`src/rtl/button_reader_pkg.sv`:
```
// Shared constants for the board I/O blocks: debounce state encoding and the
// default debounce period, which the LED logic also uses as its tick period.
package button_reader_pkg;

    localparam int unsigned DEFAULT_DEBOUNCE_CYCLES = 1023;

    typedef enum logic {
        ST_STABLE   = 1'b0,
        ST_COUNTING = 1'b1
    } db_state_e;

endpackage

```
`src/rtl/debounce_cell.sv`:
```
// One button channel: 2-flop synchroniser, debounce counter/FSM, debounced
// level and one-cycle press/release pulses.
module debounce_cell
    import button_reader_pkg::*;
#(
    parameter int unsigned DEBOUNCE_CYCLES = DEFAULT_DEBOUNCE_CYCLES,
    parameter int unsigned CNT_WIDTH       = 32
) (
    input  logic CLK,
    input  logic RST,
    input  logic pin_i,
    output logic level_o,
    output logic press_o,
    output logic release_o,
    output logic press_next_o
);

    localparam logic [CNT_WIDTH-1:0] CNT_ONE  = CNT_WIDTH'(1);
    localparam logic [CNT_WIDTH-1:0] CNT_LAST = CNT_WIDTH'(DEBOUNCE_CYCLES - 1);

    logic                 sync1_q, sync2_q;
    db_state_e            state_q, state_d;
    logic [CNT_WIDTH-1:0] cnt_q, cnt_d;
    logic                 level_q, level_d;
    logic                 press_q, press_d;
    logic                 release_q, release_d;

    // NOTE: sequential state uses non-blocking assignments so every flop
    // samples pre-edge values; blocking here would collapse the synchroniser.
    always_ff @(posedge CLK or negedge RST) begin
        if (!RST) begin
            sync1_q <= 1'b0;
            sync2_q <= 1'b0;
        end else begin
            sync1_q <= pin_i;
            sync2_q <= sync1_q;
        end
    end

    // NOTE: every output of this block gets a default first, so no path
    // through the case leaves a signal unassigned and no latch is inferred.
    always_comb begin
        state_d   = state_q;
        cnt_d     = cnt_q;
        level_d   = level_q;
        press_d   = 1'b0;
        release_d = 1'b0;
        unique case (state_q)
            ST_STABLE: begin
                if (sync2_q != level_q) begin
                    state_d = ST_COUNTING;
                    cnt_d   = CNT_ONE;
                end else begin
                    cnt_d = '0;
                end
            end
            ST_COUNTING: begin
                if (sync2_q == level_q) begin
                    // Bounce back to the old level: drop the partial count.
                    state_d = ST_STABLE;
                    cnt_d   = '0;
                end else if (cnt_q == CNT_LAST) begin
                    state_d   = ST_STABLE;
                    cnt_d     = '0;
                    level_d   = sync2_q;
                    press_d   = sync2_q;
                    release_d = ~sync2_q;
                end else begin
                    cnt_d = cnt_q + CNT_ONE;
                end
            end
            default: begin
                state_d = ST_STABLE;
                cnt_d   = '0;
            end
        endcase
    end

    always_ff @(posedge CLK or negedge RST) begin
        if (!RST) begin
            state_q   <= ST_STABLE;
            cnt_q     <= '0;
            level_q   <= 1'b0;
            press_q   <= 1'b0;
            release_q <= 1'b0;
        end else begin
            state_q   <= state_d;
            cnt_q     <= cnt_d;
            level_q   <= level_d;
            press_q   <= press_d;
            release_q <= release_d;
        end
    end

    assign level_o      = level_q;
    assign press_o      = press_q;
    assign release_o    = release_q;
    assign press_next_o = press_d;

endmodule

```
`src/rtl/button_reader.sv`:
```
// WIDTH debounced button inputs with press/release pulses and a wrap-around
// count of all press events.
module button_reader
    import button_reader_pkg::*;
#(
    parameter int unsigned WIDTH           = 8,
    parameter int unsigned DEBOUNCE_CYCLES = DEFAULT_DEBOUNCE_CYCLES,
    parameter int unsigned CNT_WIDTH       = 32,
    parameter int unsigned ACTIVE_HIGH     = 1
) (
    input  logic             CLK,
    input  logic             RST,
    input  logic [WIDTH-1:0] BTN,
    output logic [WIDTH-1:0] BTN_LEVEL,
    output logic [WIDTH-1:0] BTN_PRESS,
    output logic [WIDTH-1:0] BTN_RELEASE,
    output logic [WIDTH-1:0] PRESS_COUNT
);

    // Active-low pins are inverted so everything downstream sees 1 = pressed.
    localparam logic [WIDTH-1:0] POL_MASK = (ACTIVE_HIGH != 0) ? '0 : '1;

    logic [WIDTH-1:0] pin_w;
    logic [WIDTH-1:0] press_next_w;
    logic [WIDTH-1:0] press_sum;
    logic [WIDTH-1:0] count_q, count_d;

    assign pin_w = BTN ^ POL_MASK;

    for (genvar i = 0; i < WIDTH; i++) begin : g_cell
        debounce_cell #(
            .DEBOUNCE_CYCLES(DEBOUNCE_CYCLES),
            .CNT_WIDTH      (CNT_WIDTH)
        ) u_cell (
            .CLK         (CLK),
            .RST         (RST),
            .pin_i       (pin_w[i]),
            .level_o     (BTN_LEVEL[i]),
            .press_o     (BTN_PRESS[i]),
            .release_o   (BTN_RELEASE[i]),
            .press_next_o(press_next_w[i])
        );
    end

    // Count from the next-state pulses so the total updates on the same edge
    // the pulses appear; WIDTH bits always hold a popcount of WIDTH bits.
    always_comb begin
        press_sum = '0;
        for (int i = 0; i < WIDTH; i++) begin
            press_sum = press_sum + WIDTH'(press_next_w[i]);
        end
        count_d = count_q + press_sum;
    end

    always_ff @(posedge CLK or negedge RST) begin
        if (!RST) begin
            count_q <= '0;
        end else begin
            count_q <= count_d;
        end
    end

    assign PRESS_COUNT = count_q;

endmodule

```
`config.mk`:
```
export PLATFORM = sky130hd
export DESIGN_NAME = button_reader
export DESIGN_NICKNAME = d
export VERILOG_FILES = /design/src/rtl/button_reader_pkg.sv /design/src/rtl/debounce_cell.sv /design/src/rtl/button_reader.sv
export SDC_FILE = /design/constraint.sdc
export NUM_CORES = 1
export LEC_CHECK = 0
export ABC_AREA = 0
export CELL_PAD_IN_SITES_DETAIL_PLACEMENT = 0
export CELL_PAD_IN_SITES_GLOBAL_PLACEMENT = 1
export CORE_MARGIN = 1.5
export CORE_UTILIZATION = 48
export DETAILED_ROUTE_END_ITERATION = 6
export HOLD_SLACK_MARGIN = 0.12
export PLACE_DENSITY = 0.81
export SYNTH_ARGS = -nofsm -noshare
export SYNTH_HDL_FRONTEND = slang
export SYNTH_SLANG_ARGS = --single-unit
export TNS_END_PERCENT = 50
```
`constraint.sdc`:
```
create_clock -name CLK -period 5 [get_ports CLK]
set_input_delay 0.75 -clock CLK [delete_from_list [all_inputs] [get_ports CLK]]
set_output_delay 0.75 -clock CLK [all_outputs]
set_load 0.03 [all_outputs]
```
==> results of run 1 <==
## cell type report
| type | count | area, um2 |
|---|---|---|
| well taps | 402 | 503 |
| flip-flops and latches | 312 | 7810 |
| clock inverters | 16 | 293 |
| fillers | 2790 | 14200 |
| multi-input cells | 1116 | 7030 |
| inverters | 28 | 105 |
| clock buffers | 50 | 1050 |
| repair buffers | 52 | 523 |
## worst reg2reg max path, delay by kind of cell (launching register included)
kind                       cells  cell delay [ns]
and+or+nand+nor                5             1.37
xor gates and xnor gates       1             0.15
DFF                            1             0.44
buffers and inverters          3             0.26
AOI/OAI and AO/OA              3             0.62
adders and majority gates      5             1.79
## path summary, 6_finish.rpt
kind,endpoint,slack [ns]
max,PRESS_COUNT[7],0.29
min,g_cell[3].u_cell.sync2_q,0.35
max reg2reg,PRESS_COUNT[7],0.29
min reg2reg,g_cell[3].u_cell.sync2_q,0.35
max in group asynchronous,g_cell[1].u_cell.cnt_q[29],3.57
min in group asynchronous,g_cell[0].u_cell.cnt_q[11],0.36
## state kept, by name, summed over array words and instances, names as in the netlist
name,cells
g_cell.u_cell.press_o,8
g_cell.u_cell.sync2_q,8
g_cell.u_cell.state_q,8
g_cell.u_cell.sync1_q,8
g_cell.u_cell.cnt_q,256
g_cell.u_cell.release_o,8
g_cell.u_cell.level_o,8
PRESS_COUNT,8
## routing by layer
metal | vias to the layer above | GRT usage | part of all wire
met5 | - | 0 | 0
met4 | 0 | 0.0483 | 0.018
met3 | 40 | 0.0275 | 0.028
met2 | 122 | 0.305 | 0.46
met1 | 5294 | 0.258 | 0.50
li1 | 5294 | - | -
## synth_stat cells (31+ instances only)
cell / instances
dfrtp_1: 312
nor2_1: 281
xor2_1: 168
nand3_1: 109
nand4_1: 99
xnor2_1: 80
nand2_1: 76
and3_1: 42
nor4_1: 42
and4_1: 32
buf_4: 31
## power by group
part	switching [mW]	internal [mW]	leakage, nW
registers	0.0305	2.55	4.29
clock network	1.05	1.89	0.657
logic	0.117	0.0368	2.42
total	1.19	4.48	7.37
## kinds of logic after synthesis
logic type | count (synthesis) | synth area share
compound gates | 44 | 0.0164
flops | 312 | 0.508
mux | 4 | 0.00293
fa+ha+maj | 27 | 0.0244
simple gates | 793 | 0.272
xor+xnor | 248 | 0.141
buf+inv | 98 | 0.0343
## stage by stage
stage	hold slack (ns)	area, um2	util	instances
floorplan	0.331	15400	-	1526
global placement	0.333	16000	0.506	1910
detailed placement	0.336	16000	0.506	1910
CTS	0.351	17300	0.549	1976
global route	0.361	17300	0.549	1976
finish	0.349	17300	0.549	1976
==> results.cfg, run 1 <==
[status]
status = completed

[cts]
ctsHoldBuffers = 0
clock-root-buffer = clkbuf_16
tritoncts = built
postCtsSetupRepairBufs = 0
cts_resized = 0
clock-sinks = 312
cts_buffer_depth = 3
ctsHtreeMaxLevel = 2
cts_buffers = 36
clk_pin_slew_ns = 0.06
insertion_delay_ns = 0.51

[placement]
place.gp.congestion = 0.787
post-dp-hpwl_um = 19100
io_buffers = 41
dp_slack_ns = 0.282

[sta]
max_slew_margin = 0.305
setup_ws_ns = 0.293
setup-violations-final = 0
drv_slew = 0
hold_viol = 0
fmax_ghz = 0.212
worst-slew-pin-transition_ns = 1.04
fin_skew_ns = 0.0104
period_minus_slack_ns = 4.71
fin_crit_sh = 0.941
final.setup.tns_ns = 0
rsz0062_at_grt = false

[worst_setup_path]
setup.worst_path.start = g_cell[2].u_cell.cnt_q[0]
startpoint_type = register
crit_arrival_ns = 5.14
slowest_stage = nor4_1
crit_top_cell = fa_1
cp_slowest_stage_delay_ns = 0.60
r2r_start = g_cell[2].u_cell.cnt_q[0]
worstPathMaxFanout = 6
ff2ff_path_depth = 17
critical_path_buf_inv_count = 3
cp-end-kind = register
crit_cells = 17
path_cells = inv_1 > ha_1 > nor4b_1 > nand4_1 > nor4_1 > and3_1 > fa_1 > inv_1 > fa_1 > inv_1 > fa_1 > fa_1 > a21o_1 > a21oi_1 > nor2b_1 > o2111ai_1 > xnor2_1
crit_required_ns = 5.43
cp_top_family = adder cells
worstSetupPathType = reg -> reg

[layout]
layout_commonest_cell = dfrtp_1
antenna_cells = 0
layout_common_cells = dfrtp_1, nor2_1, xor2_1, nand3_1, nand4_1
nets = 1583
area_growth_pct = 12.7
layout-drive-gt1-share = 0.0661

[global_route]
grt_pass1_wl_um = 51700
grt_max_degree = 134
grt-ovfl-total = 0
track_usage = 0.185
grt_antenna_before_repair = 0
first_global_vias = 10800

[power_and_ir_drop]
ir_worst_vdd_mv = 0.184
power_density_mw_per_mm2 = 328
leakage_nw = 7.37
total_power_mw = 5.67

[route]
ant_nets = 0
wire_per_inst_um = 15.0
via_count = 10800
viasPerCell = 5.44
first_pass_iters = 4
dr.first_iter.drc_count = 533
wirelength_um = 29600
remaining_drc_errors = 0

[synth]
yosysWarningCount = 0
ys.flop_type = dfrtp_1
syn_inst = 1526
synth_edf_count = 0
synth_nets = 1563
synth_seq_cells = 312
syn_area_mm2 = 0.0154
synth_cell_types = 48
seq_area_frac_synth = 0.508
ys_async_sr_fraction = 1.00
syn_area_per_cell_um2 = 10.1
synth_top_area_cell = dfrtp_1
yosys-top-cells-area = dfrtp_1, xor2_1, nor2_1
synth_top_area_share = 0.508

[die]
die_y_um = 182
pin_count = 42
core_mm2 = 0.0316
initial_core_util = 0.487
row_count = 65
die_area_mm2 = 0.0331
die_width_um = 182

[hold_path]
hold_start = g_cell[3].u_cell.sync1_q
hold_depth = 0
hold_path.class = reg -> reg

[job]
maxCapViolCount = 0
No activity file was read; power rests on OpenSTA's default activity.
==> inputs of run 2 (changes only) <==
--- a/config.mk
+++ b/config.mk
@@ -6,6 +6,7 @@
 export NUM_CORES = 1
 export LEC_CHECK = 0
 export ABC_AREA = 0
+export CAP_MARGIN = 10
 export CELL_PAD_IN_SITES_DETAIL_PLACEMENT = 0
 export CELL_PAD_IN_SITES_GLOBAL_PLACEMENT = 1
 export CORE_MARGIN = 1.5
==> constraint.sdc (replaced) <==
create_clock -name CLK -period 5.75 [get_ports CLK]
set_input_delay 0.8625 -clock CLK [delete_from_list [all_inputs] [get_ports CLK]]
set_output_delay 0.8625 -clock CLK [all_outputs]
set_load 0.03 [all_outputs]
==> results.cfg, run 2 (synthesis results as in run 1) <==
[status]
status = completed

[worst_setup_path]
cp-endpoint = PRESS_COUNT[5]
worstSetupPathType = reg -> reg
startpoint_type = register
cp-end-kind = register
cp_slowest_stage_delay_ns = 0.64
rr_endpoint = PRESS_COUNT[5]
cp_top_family = adder cells
ff2ff_path_depth = 17
crit_cells = 17
r2r_start = g_cell[2].u_cell.cnt_q[0]
timing.reg2reg.setup_slack_ns = 1.03
crit_arrival_ns = 5.15
slowest_stage = nor4_1
setup.worst_path.start = g_cell[2].u_cell.cnt_q[0]
critical_path_buf_inv_count = 3
crit_required_ns = 6.18
crit_top_cell = fa_1
path_cells = inv_1 > ha_1 > nor4b_1 > nand4_1 > nor4_1 > and3_1 > fa_1 > inv_1 > fa_1 > inv_1 > fa_1 > fa_1 > a21o_1 > a21oi_1 > nor2b_1 > o21ai_0 > xnor2_1
worstPathMaxFanout = 6

[sta]
setup_ws_ns = 1.03
final.setup.tns_ns = 0
worst-slew-pin-transition_ns = 1.02
fin_skew_ns = 0.0221
max_slew_margin = 0.322
setup-violations-final = 0
drv_slew = 0
rsz0062_at_grt = false
fmax_ghz = 0.212
hold_viol = 0
fin_crit_sh = 0.820
period_minus_slack_ns = 4.72
hold_slack_ns = 0.316

[cts]
cts_buffer_depth = 3
postCtsSetupRepairBufs = 0
cts_resized = 0
clk_pin_slew_ns = 0.06
clock-root-buffer = clkbuf_16
ctsHtreeMaxLevel = 2
clock-sinks = 312
insertion_delay_ns = 0.52
cts_buffers = 36
tritoncts = built
ctsHoldBuffers = 0

[layout]
nets = 1583
antenna_cells = 0
regMostFlops = g_cell.u_cell.cnt_q
largest_reg_flops = 256
layout_common_cells = dfrtp_1, nor2_1, xor2_1, nand3_1, nand4_1
area_growth_pct = 12.1
fillers = 2790
layout_commonest_cell = dfrtp_1
stdcell_count = 1973
layout-drive-gt1-share = 0.0656

[job]
maxCapViolCount = 0

[global_route]
grt-ovfl-total = 0
track_usage = 0.186
grt_antenna_before_repair = 0
grt_max_degree = 98
first_global_vias = 10800
grt_pass1_wl_um = 51800

[die]
die_y_um = 182
die_width_um = 182
core_mm2 = 0.0316
pin_count = 42
row_count = 65
initial_core_util = 0.487
die_area_mm2 = 0.0331

[placement]
dp_slack_ns = 1.05
place.gp.congestion = 0.797
dp.cells = 1909
io_buffers = 41
post-dp-hpwl_um = 19300

[route]
dr.first_iter.drc_count = 597
wirelength_um = 29600
remaining_drc_errors = 0
first_pass_iters = 4
ant_nets = 0
via_count = 10700
wire_per_inst_um = 15.0
viasPerCell = 5.45

[power_and_ir_drop]
leakage_nw = 7.34
ir_worst_vdd_mv = 0.165
power_density_mw_per_mm2 = 277

[hold_path]
hold_path.class = in -> async
-- run 2: cell count changes in the layout (fill, tap and decap cells not counted), sizes merged --
cell	before	now
clkbuf	50	45
clkinv	4	10
bufinv	8	6
clkinvlp	2	0
-- run 2: layout make-up --
class,count,area [um2],share of cell area
inverter,28,105,0.00610
tap,402,503,0.0292
multi-input combinational,1116,7030,0.408
sequential,312,7810,0.453
clock inverter,18,248,0.0144
timing repair buffer,52,518,0.0301
clock buffer,45,1010,0.0584
-- run 2: through the flow --
| stage | cell area, um2 | power [mW] | util |
|---|---|---|---|
| final | 17200 | 4.78 | 0.546 |
| after global routing | 17200 | 4.96 | 0.546 |
| after CTS | 17200 | 4.86 | 0.545 |
| after detailed placement | 16000 | 2.42 | 0.505 |
| after global placement | 16000 | 2.42 | 0.505 |
| after floorplan | 15400 | 2.35 | - |
-- run 2: worst min path at each step --
stage	start	slack, ns	cells after the start	to
detailed placement	g_cell[3].u_cell.sync1_q	0.33	0	g_cell[3].u_cell.sync2_q
floorplan	g_cell[0].u_cell.sync1_q	0.33	0	g_cell[0].u_cell.sync2_q
global route	RST	0.36	1	g_cell[0].u_cell.cnt_q[5]
CTS	RST	0.33	1	g_cell[1].u_cell.press_o
finish	RST	0.32	1	g_cell[1].u_cell.press_o
global placement	g_cell[7].u_cell.sync1_q	0.33	0	g_cell[7].u_cell.sync2_q
-- run 2: worst reg2reg max path, stage by stage (launching register included) --
cell and delay, ns:
dfrtp_1 0.43, inv_1 0.08, ha_1 0.13, nor4b_1 0.23, nand4_1 0.16, nor4_1 0.64
and3_1 0.31, fa_1 0.44, inv_1 0.09, fa_1 0.40, inv_1 0.08, fa_1 0.42
fa_1 0.39, a21o_1 0.17, a21oi_1 0.21, nor2b_1 0.09, o21ai_0 0.21, xnor2_1 0.14
-- run 2: report_power, final --
part           leakage (nW)  switching, mW  total (mW)  internal, mW
Combinational          2.42          0.101       0.133        0.0320
Clock                 0.628          0.890        2.40          1.51
Sequential             4.29         0.0268        2.25          2.22
-- run 2: routing by layer --
metal	GRT usage	share of wire	vias up	routed length, um
met3	0.0273	0.029	41	844
met5	0	0	-	0
met4	0.0496	0.020	0	588
li1	-	-	5294	-
met2	0.307	0.47	120	13900
met1	0.257	0.48	5292	14200
==> inputs of run 3 (changes only) <==
==> constraint.sdc (replaced) <==
create_clock -name CLK -period 4.6 [get_ports CLK]
set_input_delay 0.69 -clock CLK [delete_from_list [all_inputs] [get_ports CLK]]
set_output_delay 0.69 -clock CLK [all_outputs]
set_load 0.03 [all_outputs]
==> results.cfg, run 3 (synthesis results as in run 1) <==
[status]
status = completed

[worst_setup_path]
worstSetupPathType = reg -> reg
cp_slowest_stage_delay_ns = 0.45
critical_path_buf_inv_count = 2
crit_required_ns = 5.02
crit_top_cell = fa_1
cp-end-kind = register
setup.worst_path.start = g_cell[0].u_cell.cnt_q[20]
timing.reg2reg.setup_slack_ns = 0.30
cp_top_family = adder cells
path_cells = nor4_1 > nand3_1 > nor3_2 > and4_1 > fa_1 > inv_1 > fa_1 > inv_1 > fa_1 > fa_1 > a21o_1 > a21oi_1 > nor2b_1 > o2111ai_1 > xnor2_1
r2r_start = g_cell[0].u_cell.cnt_q[20]
slowest_stage = fa_1
crit_arrival_ns = 4.71
startpoint_type = register
worstPathMaxFanout = 5

[layout]
layout_commonest_cell = dfrtp_1
largest_reg_flops = 256
layout-drive-gt1-share = 0.0673
multi_input_comb_area_mm2 = 0.00704
fillers = 2774
seqCellArea_mm2 = 0.00781
area_growth_pct = 12.9
nets = 1587
regMostFlops = g_cell.u_cell.cnt_q
layout_common_cells = dfrtp_1, nor2_1, xor2_1, nand3_1, nand4_1

[sta]
hold_viol = 0
setup-violations-final = 0
fin_crit_sh = 0.934
max_slew_margin = 0.329
fin_skew_ns = 0.0158
drv_slew = 0
fmax_ghz = 0.233
period_minus_slack_ns = 4.30
worst-slew-pin-transition_ns = 1.01
hold_slack_ns = 0.193
final.setup.tns_ns = 0

[cts]
ctsHoldBuffers = 0
cts_buffer_depth = 3
ctsHtreeMaxLevel = 2
clk_pin_slew_ns = 0.06
clock-root-buffer = clkbuf_16
cts_buffers = 36
tritoncts = built
insertion_delay_ns = 0.51
clock-sinks = 312

[power_and_ir_drop]
ir_worst_vdd_mv = 0.244
leakage_nw = 7.38
power_density_mw_per_mm2 = 354

[global_route]
first_global_vias = 10700
grt-ovfl-total = 0
grt_max_degree = 117
grt_antenna_before_repair = 0
track_usage = 0.185
grt_pass1_wl_um = 51600

[die]
row_count = 65
die_width_um = 182
die_y_um = 182
pin_count = 42
die_area_mm2 = 0.0331
initial_core_util = 0.487
core_mm2 = 0.0316

[hold_path]
hold_path.class = in -> async

[placement]
post-dp-hpwl_um = 19200
io_buffers = 41
place.gp.congestion = 0.800

[route]
wirelength_um = 29600
ant_nets = 0
wire_per_inst_um = 14.9
via_count = 10700
viasPerCell = 5.43
first_pass_iters = 4
dr.first_iter.drc_count = 604
remaining_drc_errors = 0

[job]
maxCapViolCount = 0
-- run 3: changes by cell type in the layout (fill, tap and decap cells not counted), sizes merged --
cell,change
clkinv,-7
inv,-2
clkbuf,+8
diode,+1
buf,+4
bufinv,+2
-- run 3: what timing repair did --
item,in CTS,in global routing
endpoints found under the setup margin,0,4
endpoints found under the hold margin,0,0
buffers inserted,0,0
resized for setup,0,2
-- run 3: metrics by stage --
stage	total power, mW	util	std cells	cell area [um2]	worst slack [ns]
global route	6.37	0.550	1978	17300	-0.0366
global placement	3.03	0.507	1914	16000	0.131
CTS	6.24	0.549	1978	17300	0.105
finish	6.14	0.550	1979	17300	0.304
detailed placement	3.03	0.507	1914	16000	0.135
floorplan	2.94	-	1526	15400	0.442
-- run 3: where the power goes --
group	leakage [nW]	switching [mW]	internal (mW)
Clock	0.654	1.10	2.06
Combinational	2.44	0.128	0.0412
Sequential	4.29	0.0324	2.77
Total	7.38	1.26	4.88
-- run 3: layout make-up --
class | count | area share
clock buffer | 53 | 0.0620
clock inverter | 11 | 0.0147
antenna | 1 | 0.000144
tap | 402 | 0.0290
inverter | 28 | 0.00606
multi-input combinational | 1116 | 0.406
timing repair buffer | 56 | 0.0319
sequential | 312 | 0.450
-- run 3: final timing paths --
check,endpoint,cells past startpoint
max in group asynchronous,g_cell[6].u_cell.cnt_q[6],2
min,g_cell[0].u_cell.cnt_q[11],1
min in group CLK,g_cell[5].u_cell.sync2_q,0
max reg2reg,PRESS_COUNT[7],15
min reg2reg,g_cell[5].u_cell.sync2_q,0
max,PRESS_COUNT[7],15
-- run 3: metal layers --
layer  track usage  routed length [um]  part of all wire
met5             0                   0                 0
met4        0.0536                 569             0.019
met3        0.0247                 688             0.023
met2         0.305               13800              0.47
met1         0.257               14500              0.49
-- run 3: worst register-to-register path, stage by stage, from the launching register on --
cell and delay, ns:
dfrtp_1 0.43, nor4_1 0.43, nand3_1 0.15, nor3_2 0.26, and4_1 0.29, fa_1 0.45, inv_1 0.08, fa_1 0.40
inv_1 0.08, fa_1 0.42, fa_1 0.39, a21o_1 0.17, a21oi_1 0.21, nor2b_1 0.09, o2111ai_1 0.22, xnor2_1 0.15
